$ cat src/rtl/bram_port_arbiter.sv
// Two-requester arbiter sharing a single BRAM port between the host loader (0)
// and the matrix-vector PE controller (1), with round-robin ties and burst limiting.
module bram_port_arbiter #(
   parameter int MAX_BURST = 64,
   parameter int AW        = 32
) (
   input  logic          aclk,
   input  logic          aresetn,
   input  logic [1:0]    req,
   input  logic [AW-1:0] addr0,
   input  logic [AW-1:0] addr1,
   input  logic [31:0]   wdata0,
   input  logic [31:0]   wdata1,
   input  logic [3:0]    we0,
   input  logic [3:0]    we1,
   output logic [1:0]    gnt,
   output logic [1:0]    rdvalid,
   output logic [31:0]   rddata,
   output logic [AW-1:0] BRAM_ADDR,
   output logic [31:0]   BRAM_WRDATA,
   output logic [3:0]    BRAM_WE,
   input  logic [31:0]   BRAM_RDDATA,
   output logic [1:0]    dbg_state
);

   localparam int CW = $clog2(MAX_BURST + 1);

   typedef enum logic [1:0] {
      IDLE = 2'd0,
      OWN0 = 2'd1,
      OWN1 = 2'd2
   } state_t;

   state_t        state, state_nxt;
   logic [CW-1:0] cnt, cnt_nxt;
   logic          last, last_nxt;
   logic          access;
   logic          burst_done;
   logic          other_req;

   // Handshake: an access happens in any cycle where the registered grant for
   // requester x and req[x] are both high; there is no backpressure beyond gnt.
   assign access     = (gnt[0] & req[0]) | (gnt[1] & req[1]);
   assign burst_done = access && (cnt == CW'(MAX_BURST - 1));
   assign other_req  = gnt[0] ? req[1] : req[0];

   assign BRAM_ADDR   = access ? (gnt[1] ? addr1  : addr0)  : '0;
   assign BRAM_WRDATA = access ? (gnt[1] ? wdata1 : wdata0) : '0;
   assign BRAM_WE     = access ? (gnt[1] ? we1    : we0)    : '0;
   assign rddata      = BRAM_RDDATA;
   assign dbg_state   = state;

   always_comb begin
      state_nxt = state;
      cnt_nxt   = cnt;
      last_nxt  = last;
      case (state)
         IDLE: begin
            cnt_nxt = '0;
            if (req == 2'b01 || (req == 2'b11 && last)) begin
               state_nxt = OWN0;
               last_nxt  = 1'b0;
            end else if (req[1]) begin
               state_nxt = OWN1;
               last_nxt  = 1'b1;
            end
         end
         OWN0, OWN1: begin
            if (!access) begin
               state_nxt = IDLE;
               cnt_nxt   = '0;
            end else if (burst_done) begin
               // Yield only if the other side is waiting; otherwise start a fresh burst.
               cnt_nxt = '0;
               if (other_req) state_nxt = IDLE;
            end else begin
               cnt_nxt = cnt + CW'(1);
            end
         end
         default: begin
            state_nxt = IDLE;
            cnt_nxt   = '0;
         end
      endcase
   end

   always_ff @(posedge aclk) begin
      if (!aresetn) begin
         state   <= IDLE;
         gnt     <= 2'b00;
         rdvalid <= 2'b00;
         cnt     <= '0;
         last    <= 1'b1;
      end else begin
         state   <= state_nxt;
         gnt     <= {state_nxt == OWN1, state_nxt == OWN0};
         cnt     <= cnt_nxt;
         last    <= last_nxt;
         rdvalid <= (access && BRAM_WE == 4'h0) ? gnt : 2'b00;
      end
   end

endmodule
$ cat config.mk
export PLATFORM = sky130hd
export DESIGN_NAME = bram_port_arbiter
export DESIGN_NICKNAME = d
export VERILOG_FILES = /design/src/rtl/bram_port_arbiter.sv
export SDC_FILE = /design/constraint.sdc
export NUM_CORES = 1
export LEC_CHECK = 0
export CAP_MARGIN = 20
export CORE_AREA = 5 5 106 108
export DETAILED_ROUTE_END_ITERATION = 8
export DIE_AREA = 0 0 111 113
export PLACE_DENSITY_LB_ADDON = 0.05
export SETUP_SLACK_MARGIN = 0.2
export SYNTH_ARGS = -nofsm -noshare
export SYNTH_HDL_FRONTEND = slang
export SYNTH_SLANG_ARGS = --single-unit
$ cat constraint.sdc
create_clock -name aclk -period 4.9 [get_ports aclk]
set_input_delay 1.47 -clock aclk [delete_from_list [all_inputs] [get_ports aclk]]
set_output_delay 1.47 -clock aclk [all_outputs]
set_load 0.05 [all_outputs]
Yosys cells after proc, flatten, opt, wreduce, memory -nomap -nowiden
Index checks and enable logic that the tools add are counted.

Logic and storage cells: 45. Register bits after elaboration: 14. Output and inout bits: 106. Input port bits: 172.

Mux-type cells: 15. Equality and inequality tests: 7. Bitwise operators: 6. Add/sub/neg operators: 1. Reduce and logical (&&, ||, !) cells: 11.

Operator list (count): 32-bit 2-to-1 mux (4); 2-bit 2-to-1 mux (5); 4-bit 2-to-1 mux (2); 7-bit by 1-bit adder with 7-bit output, second input constant (1); 7-bit by 6-bit == test with 1-bit output, second input constant (1); 2-bit by 1-bit == test with 1-bit output, second input constant (3); 2-bit == test, second input constant (3); 4-bit zero test (1); 2-bit case mux with 2 select lines (1); 2-bit AND reduction (2); 4-bit OR reduction (1); 1-bit logical AND (3); 1-bit 2-to-1 mux (3); 1-bit inverter (3); 1-bit bitwise AND (2); 2-bit zero test (1); 2-bit nonzero test (1); 2-bit OR reduction (1); 1-bit logical OR (1); 1-bit OR (1).

Logic depth before layout (Yosys ltp)
Gate-level depths: netlist (run 1).

Depth after elaboration: 7. Gate-level depth with buffers: 6. Depth with buffers taken out: 6.

Worst setup path before layout (run 1)
Ideal clock, no wire load.

Path kind: input port to output port. Start: input req[0]. End: output BRAM_WE[0]. Path slack: 562 ps. Path buffers: 3. Stages: 5. Data required time: 3430 ps. Data arrival time: 2868 ps. Path through: buf_2 > a22oi_1 > buf_2 > buf_2 > nor2_1.

Longest elaborated chain between the ends: 3.

RTL lines: start, declared (line 9) `input logic [1:0] req,`; 1-bit bitwise AND (line 43) `assign access = (gnt[0] & req[0]) | (gnt[1] & req[1]);`; 1-bit OR (line 43); 4-bit 2-to-1 mux (line 49) `assign BRAM_WE = access ? (gnt[1] ? we1 : we0) : '0;`; end, declared (line 21) `output logic [3:0] BRAM_WE,`.

No other way between the ends.

Worst setup path after layout (run 1)
Start: input req[0]. End: output BRAM_WRDATA[30].

Longest elaborated chain between the ends: 3.

RTL lines: 1-bit bitwise AND (line 43); 1-bit OR (line 43); 32-bit 2-to-1 mux (line 48) `assign BRAM_WRDATA = access ? (gnt[1] ? wdata1 : wdata0) : '0;`; end, declared (line 20) `output logic [31:0] BRAM_WRDATA,`.

No other way between the ends.

==> qor.csv, run 1 <==
stage;metric;value;unit
critical_path;crit_path_frequent_cell;buf_4;
synthesis;synthesis.instances;257;
synthesis;synth.avg_cell_area;7.444;µm²
clock_tree;h-tree-depth;1;
final_layout;final_cell_mix;clkdlybuf4s50_1 (145), nor2_1 (73), buf_4 (71), mux2i_1 (69), dfxtp_1 (13);
synthesis;ys_seq_area_share;14.65;%
clock_tree;ctsResizeCount;0;
critical_path;cp_data_arrival_time;2.96;ns
route;via_per_inst;4.194;
critical_path;r2r_slack;2.95;ns
final_layout;nets;606;
critical_path;worstPathRequired;3.43;ns
global_routing;grt_pass1_wl;13.25;mm
route;drc;0;
critical_path;critPathKind;in -> out;
global_routing;antenna_found_initial;0;
critical_path;worstPathCellList;clkdlybuf4s50_1 -> a22oi_2 -> buf_4 -> nor2_1 -> buf_4;
route;vias;2374;
placement;place_inst;562;
clock_tree;postCtsHoldBufs;0;
sta;relSlewSlack;56.86;%
status;outcome;complete, no violations;
synthesis;synth_fp_nets;432;
critical_path;critPathSlowestCell;clkdlybuf4s50_1;
final_layout;fillCellCount;1074;
floorplan;die_area;12540;µm²
final_layout;antenna_cells;0;
sta;min_period;4.427;ns
sta;rsz0062_at_grt;no;
power_and_ir_drop;ir_worst_vdd;87.21;µV
floorplan;rows;37;
route;drt_iter0_drc;108;
sta;tns;0;ns
route;wl_per_cell;15.95;µm
clock_tree;path_clk_slew;0.06;ns
global_routing;track_usage;13.07;%
global_routing;grt_max_degree;50;
global_routing;grt_pass1_vias;2331;
power_and_ir_drop;power_density;163.3;nW/µm²
final_layout;drive_above_1_share;19.30;%
placement;port_buffers;213;
final_layout;stdcell_count;566;
sta;maxSlewViolCount;0;
synthesis;ys_types;29;
sta;setup_violations;0;
power_and_ir_drop;p_leak;1.514;nW
floorplan;core;10140;µm²
floorplan;die_w;111;µm
synthesis;synth.cell_area;1913;µm²
clock_tree;insertion_delay;0.25;ns
critical_path;critPathBufInv;3;
critical_path;worst-path-max-fanout;23;
placement;routabilityCongestion;0.8002;
synthesis;ys_seq_elements;14;
sta;fin_worst_skew;0.002603;ns
sta;worst_pin_slew;0.6472;ns
critical_path;slowest_delay;0.55;ns
route;dr.pass1.iters;4;
global_routing;gr-total-overflow;0;
floorplan;initial_utilization;18.87;%
critical_path;cpLargestDelayFamily;buffers and inverters;
clock_tree;cts_setup_buffers;0;
clock_tree;clkSinkCount;14;
synthesis;yosysWarnings;0;
sta;fin_crit_sh;90.34;%
clock_tree;cts_buffers;3;
sta;hold_viol;0;
sta;max_clock_freq;0.2259;GHz
final_layout;area_growth;101.4;%
min_path;hold_class;reg -> reg;
final_layout;final_common_cell;clkdlybuf4s50_1;
route;wirelength;9.026;mm
run;max-cap-violations;0;
placement;dp_hpwl;7.663;mm
critical_path;cp-end-kind;output pin;
floorplan;pin_count;278;
floorplan;die_h;113;µm
clock_tree;clockBufferDepth;2;
clock_tree;cts_root_buffer;clkbuf_8;
route;drtAntennaViolNets;0;
critical_path;start_kind;input pin;
clock_tree;tritoncts;built;
## worst paths after layout
| path | start | end | cells after the start |
|---|---|---|---|
| setup / recovery | req[0] | BRAM_WRDATA[30] | 5 |
| setup reg to reg | gnt[1] | gnt[0] | 6 |
| hold reg to reg | cnt[0] | cnt[0] | 1 |
| hold / removal | cnt[0] | cnt[0] | 1 |
## final cells by class
class	count	area [µm²]	share of cell area, %
timing repair buffer	218	2024	52.55
multi-input combinational	188	1296	33.65
sequential	14	284.0	7.373
tap	136	170.2	4.417
clock buffer	4	55.05	1.429
inverter	6	22.52	0.5846
## metal layers
layer | track usage [%] | routed length (µm) | up-vias | part of all wire, %
met5 | 0 | 0 | - | 0
met4 | 3.777 | 204 | 0 | 2.3
met3 | 3.316 | 680 | 26 | 7.5
met2 | 24.92 | 4732 | 119 | 52
met1 | 14.23 | 3408 | 1048 | 38
li1 | - | - | 1181 | -
## worst register-to-register path: cells and delay by family (launching register included)
family	cells	cell delay, ns
flops	1	0.46
buf+inv	2	0.68
compound gates	3	0.46
simple gates	1	0.27
## sequential cells by signal, indices dropped and copies added, names as in the netlist
name	cells
gnt	2
cnt	7
dbg_state	2
rdvalid	2
last	1
## cells in the mapped netlist, drive strengths merged
master | instances | area, µm²
and2 | 2 | 12.51
nor4 | 2 | 12.51
a211oi | 1 | 7.510
nand2b | 1 | 6.260
nor3 | 5 | 25.02
xnor2 | 3 | 26.28
a22oi | 1 | 7.510
nor2b | 1 | 6.260
a2bb2oi | 1 | 8.760
inv | 6 | 22.52
clkbuf | 5 | 18.77
a31oi | 1 | 6.260
nand2 | 4 | 15.01
or4b | 1 | 13.76
a22o | 1 | 8.760
xor2 | 1 | 8.760
a21oi | 3 | 15.01
a221oi | 2 | 30.03
o21ai | 4 | 20.02
nand3b | 1 | 7.510
ha | 3 | 37.54
dfxtp | 14 | 280.3
and3 | 5 | 36.28
nand3 | 3 | 15.01
buf | 44 | 300.3
mux2i | 69 | 690.7
nor2 | 73 | 274.0
## report_power, final
| part | leakage [nW] | switching, mW | total, mW | internal [mW] |
|---|---|---|---|---|
| Sequential | 0.114 | 0.00711 | 0.125 | 0.118 |
| Clock | 0.0288 | 0.0438 | 0.115 | 0.0712 |
| Combinational | 1.37 | 0.203 | 0.390 | 0.186 |
## kinds of logic (layout without fill, tap and decap cells)
logic type,count (synthesis),count (layout),synth area share [%]
compound gates,14,14,5.429
buf+inv,55,228,17.85
flops,14,14,14.65
mux,69,69,36.10
fa+ha+maj,3,3,1.962
xor+xnor,4,4,1.832
simple gates,98,98,22.17
## stage by stage
stage	setup WS [ns]	instance area [µm²]	hold slack (ns)	power, mW	util, %
2_1_floorplan	0.5622	1913	0.4130	0.4040	-
3_3_place_gp	0.5394	3797	0.4270	0.5200	37.46
3_5_place_dp	0.4706	3797	0.4341	0.5200	37.46
4_1_cts	0.4659	3852	0.4432	0.6386	38.00
5_1_grt	0.4002	3852	0.4832	0.6617	38.00
6_report	0.4733	3852	0.4406	0.6293	38.00
Power figures use the tool's default switching activity.
==> inputs of run 2 (changes only) <==
--- a/config.mk
+++ b/config.mk
@@ -6,9 +6,10 @@
 export NUM_CORES = 1
 export LEC_CHECK = 0
 export CAP_MARGIN = 20
-export CORE_AREA = 5 5 106 108
+export CORE_AREA = 5 5 103 105
 export DETAILED_ROUTE_END_ITERATION = 8
-export DIE_AREA = 0 0 111 113
+export DIE_AREA = 0 0 108 110
+export DONT_BUFFER_PORTS = 1
 export PLACE_DENSITY_LB_ADDON = 0.05
 export SETUP_SLACK_MARGIN = 0.2
 export SYNTH_ARGS = -nofsm -noshare
==> run 2 against run 1 <==
  * Hold slack worse by 0.0040 ns
  * Clock skew down 0.0014 ns
  * Clock power about the same
  * Critical endpoint is now BRAM_WRDATA[7]
  * Largest power group unchanged
==> qor.csv, run 2 (synthesis results as in run 1) <==
stage;metric;value;unit
critical_path;critPathKind;in -> out;
clock_tree;tritoncts;built;
clock_tree;postCtsHoldBufs;0;
floorplan;die_h;110;µm
floorplan;die_w;108;µm
sta;worst_pin_slew;0.8007;ns
placement;port_buffers;0;
critical_path;crit_path_frequent_cell;buf_4;
floorplan;rows;36;
clock_tree;clockBufferDepth;2;
clock_tree;insertion_delay;0.24;ns
global_routing;grt_max_degree;49;
final_layout;stdcell_count;417;
final_layout;fillCellCount;1099;
floorplan;pin_count;278;
final_layout;area_growth;23.61;%
route;drt_iter0_drc;121;
power_and_ir_drop;power_frac_comb;49.9;%
sta;fin_crit_sh;78.97;%
power_and_ir_drop;p_seq_share;27.9;%
run;max-cap-violations;0;
route;drc;0;
sta;relSlewSlack;46.62;%
floorplan;initial_utilization;20.03;%
critical_path;start_kind;input pin;
sta;rsz0062_at_grt;no;
critical_path;cp-end-kind;output pin;
final_layout;regMostFlops;cnt;
clock_tree;path_clk_slew;0.06;ns
final_layout;drive_above_1_share;28.87;%
clock_tree;h-tree-depth;1;
global_routing;grt_pass1_wl;10.56;mm
route;vias;1825;
clock_tree;cts_root_buffer;clkbuf_8;
route;drtAntennaViolNets;0;
critical_path;cp_data_arrival_time;2.40;ns
final_layout;design_area;2365;µm²
global_routing;grt_pass1_vias;1827;
critical_path;critPathBufInv;2;
final_layout;final_cell_mix;nor2_1 (73), buf_4 (72), mux2i_1 (69), dfxtp_1 (13), inv_1 (6);
final_layout;largest_reg_flops;7;
power_and_ir_drop;switching_power;0.2326;mW
global_routing;antenna_found_initial;0;
placement;place_area;2310;µm²
final_layout;nets;460;
sta;maxSlewViolCount;0;
clock_tree;clkSinkCount;14;
route;wirelength;7.975;mm
placement;dp_hpwl;6.741;mm
power_and_ir_drop;p_sw_share;46.03;%
power_and_ir_drop;ir_worst_vdd;124.6;µV
power_and_ir_drop;power.internal;0.2727;mW
sta;tns;0;ns
critical_path;worst-path-max-fanout;44;
route;dr.pass1.iters;4;
status;outcome;complete, no violations;
final_layout;final_common_cell;nor2_1;
critical_path;slowest_delay;0.41;ns
floorplan;core;9549;µm²
clock_tree;ctsResizeCount;0;
route;wl_per_cell;19.12;µm
placement;routabilityCongestion;0.6446;
min_path;hold_class;reg -> reg;
sta;setup_violations;0;
power_and_ir_drop;clockPowerShare;22.2;%
sta;min_period;3.869;ns
sta;fin_worst_skew;0.001172;ns
sta;max_clock_freq;0.2584;GHz
clock_tree;cts_buffers;3;
placement;place_inst;413;
global_routing;track_usage;11.26;%
critical_path;worstPathCellList;a22oi_2 -> buf_4 -> nor2_1 -> buf_4;
critical_path;worstPathRequired;3.43;ns
global_routing;gr-total-overflow;0;
placement;pre_cts_slack;1.020;ns
critical_path;cpLargestDelayFamily;buffers and inverters;
sta;setup_slack;1.031;ns
critical_path;critPathSlowestCell;buf_4;
route;via_per_inst;4.376;
sta;hold_viol;0;
floorplan;die_area;11880;µm²
power_and_ir_drop;power_density;213.7;nW/µm²
clock_tree;cts_setup_buffers;0;
power_and_ir_drop;p_leak;0.9345;nW
final_layout;antenna_cells;0;
==> run 2: cell types whose count changed in the layout (fill, tap and decap cells not counted), sizes merged <==
cell,delta
clkdlybuf4s50,-145
buf,-1
==> run 2: routing by layer <==
metal	vias to the layer above	GRT usage [%]	routed length, µm	share of wire (%)
li1	890	-	-	-
met1	816	12.82	2776	35
met2	101	20.60	4294	54
met3	18	3.844	823	10
met4	0	2.074	80	1.0
met5	-	0	0	0
==> run 2: area by class of cell <==
cell class | count | area, µm² | area share [%]
well taps | 133 | 166.4 | 7.037
repair buffers | 72 | 540.5 | 22.86
clock buffers | 4 | 55.05 | 2.328
multi-input cells | 188 | 1296 | 54.81
inverters | 6 | 22.52 | 0.9524
flip-flops and latches | 14 | 284.0 | 12.01
==> run 2: power groups by stage <==
stage          logic, mW  registers [mW]  clock network [mW]
5_1_grt            0.268           0.143               0.124
4_1_cts            0.255           0.142               0.118
6_report           0.252           0.141               0.112
2_1_floorplan      0.271           0.133                   0
3_5_place_dp       0.254           0.145                   0
3_3_place_gp       0.256           0.145                   0
==> run 2: path summary, 6_finish.rpt <==
| kind | start | to | slack [ns] | cells after the start |
|---|---|---|---|---|
| hold reg to reg | cnt[0] | cnt[0] | 0.44 | 1 |
| hold / removal | cnt[0] | cnt[0] | 0.44 | 1 |
| setup reg to reg | gnt[1] | rdvalid[1] | 2.66 | 6 |
| setup / recovery | req[0] | BRAM_WRDATA[7] | 1.03 | 4 |
==> run 2: per-stage QoR <==
stage                     util [%]  power (mW)  hold slack (ns)
after floorplan                  -      0.4040           0.4130
after global placement       24.19      0.4008           0.4281
after detailed placement     24.19      0.3989           0.4327
after CTS                    24.76      0.5153           0.4418
after global routing         24.76      0.5350           0.4689
final                        24.76      0.5053           0.4366
==> patch, RTL diff (config.mk and constraints of run 1) <==
`MAX_BURST`: 64 -> 128.
--- a/src/rtl/bram_port_arbiter.sv
+++ b/src/rtl/bram_port_arbiter.sv
@@ -1,7 +1,7 @@
 // Two-requester arbiter sharing a single BRAM port between the host loader (0)
 // and the matrix-vector PE controller (1), with round-robin ties and burst limiting.
 module bram_port_arbiter #(
-   parameter int MAX_BURST = 64,
+   parameter int MAX_BURST = 128,
    parameter int AW        = 32
 ) (
    input  logic          aclk,
Formal check against the unedited RTL: same outputs for any inputs over 10 cycles, from zero or initial values and one cycle with aresetn low; that may be too few to reach the edited logic, so the function may still have changed.
==> patch against run 1 <==
- design area shrank 0.58%
- worst hold slack improved by 11 ps
- die area stayed put
- register-to-register slack improved by 130 ps
- clock power fell by 11%
- maximum frequency is 0.11% lower
- sequential cell count grew 1
- sequential share of layout area is 0.57 points higher
- total power is 3.7% higher
- synthesized cell count is 0.78% higher
- setup slack worse by 4.8 ps
- wire length increased by 6.2%
- count of clock-buffer cells in the layout unchanged
- synthesized area is 0.78% higher
- largest cell class unchanged
- largest power group unchanged
==> patch: results (changes against run 1) <==
* Cells after synthesis at 259 (+0.78%)
* Final Skew at 2.103 ps (-0.4999 ps)
* Nets at 607 (+0.17%)
* Lkg Pwr at 0.001481 µW (-2.2%)
* Post-synthesis mux area share at 35.82% (-0.28 points)
* First-pass GRT wire length at 13,920 µm (+5.0%)
* Global placer's final weighted congestion at 0.7594 (-5.1%)
* Pre-CTS setup slack at 502.2 ps (+31.58 ps)
* Design Area, Final at 0.003830 mm² (-0.58%)
* Vias at 2,425 (+2.1%)
* Worst hold slack at 452.1 ps (+11.47 ps)
* Synth Area in Compound Gates at 6.165% (+0.74 points)
* Status: completed
* Post-synth cell types at 31 (+6.9%)
* GRT Total Usage at 13.96% (+0.89 points)
* Flop2flop setup slack at 3080 ps (+130 ps)
* Largest driver fanout on the critical path at 67 (+190%)
* Placed Cells at 563 (+0.18%)
* Net count after synthesis at 434 (+0.46%)
* Peak supply drop at 94.49 µV (+8.3%)
* Most frequent cells after synthesis: nor2_1 (73), mux2i_1 (69), buf_4 (33)
* Xor/xnor share of the synthesized area at 1.363% (-0.47 points)
* Adder-cell area share of the yosys netlist at 1.947% (-0.015 points)
* Worst R2R Path Depth at 4 (-2)
* DR iter-0 viols at 66 (-39%)
* Layout cells sized above 1 at 18.10% (-1.2 points)
* Vias/cell at 4.277 (+2.0%)
* Post-DP HPWL at 8184 µm (+6.8%)
* Max_slew headroom at 55.22% (-1.6 points)
* Largest register FFs at 8 (+1)
* Area contributors post-synth: mux2i_1 (36%), dfxtp_1 (16%), nor2_1 (14%), buf_4 (13%), buf_2 (2.9%)
* Wire per inst at 16.90 µm (+6.0%)
[patch: report_power, final]
group          leakage [µW]  internal, µW  switching (µW)
Clock             0.0000228          57.6            44.3
Combinational       0.00134           193             216
Sequential         0.000122           126            15.6
Total               0.00148           377             276
[patch: per-layer routing]
metal  vias to the layer above  global-route usage (%)  share of wire [%]
met4                         0                   2.709                1.5
li1                       1198                       -                  -
met1                      1067                   13.31                 34
met5                         -                       0                  0
met3                        16                   5.882                 10
met2                       144                   27.87                 55
[patch: layout make-up]
cell class	instances	area share (%)
repair buffers	216	52.14
multi-input cells	193	34.01
flip-flops and latches	15	7.939
well taps	136	4.443
clock buffers	4	1.176
inverters	3	0.2940
[patch: critical path, delay by kind of cell]
kind            cells  cell delay (ps)
buf+inv             3             1030
compound gates      1              270
simple gates        1              110
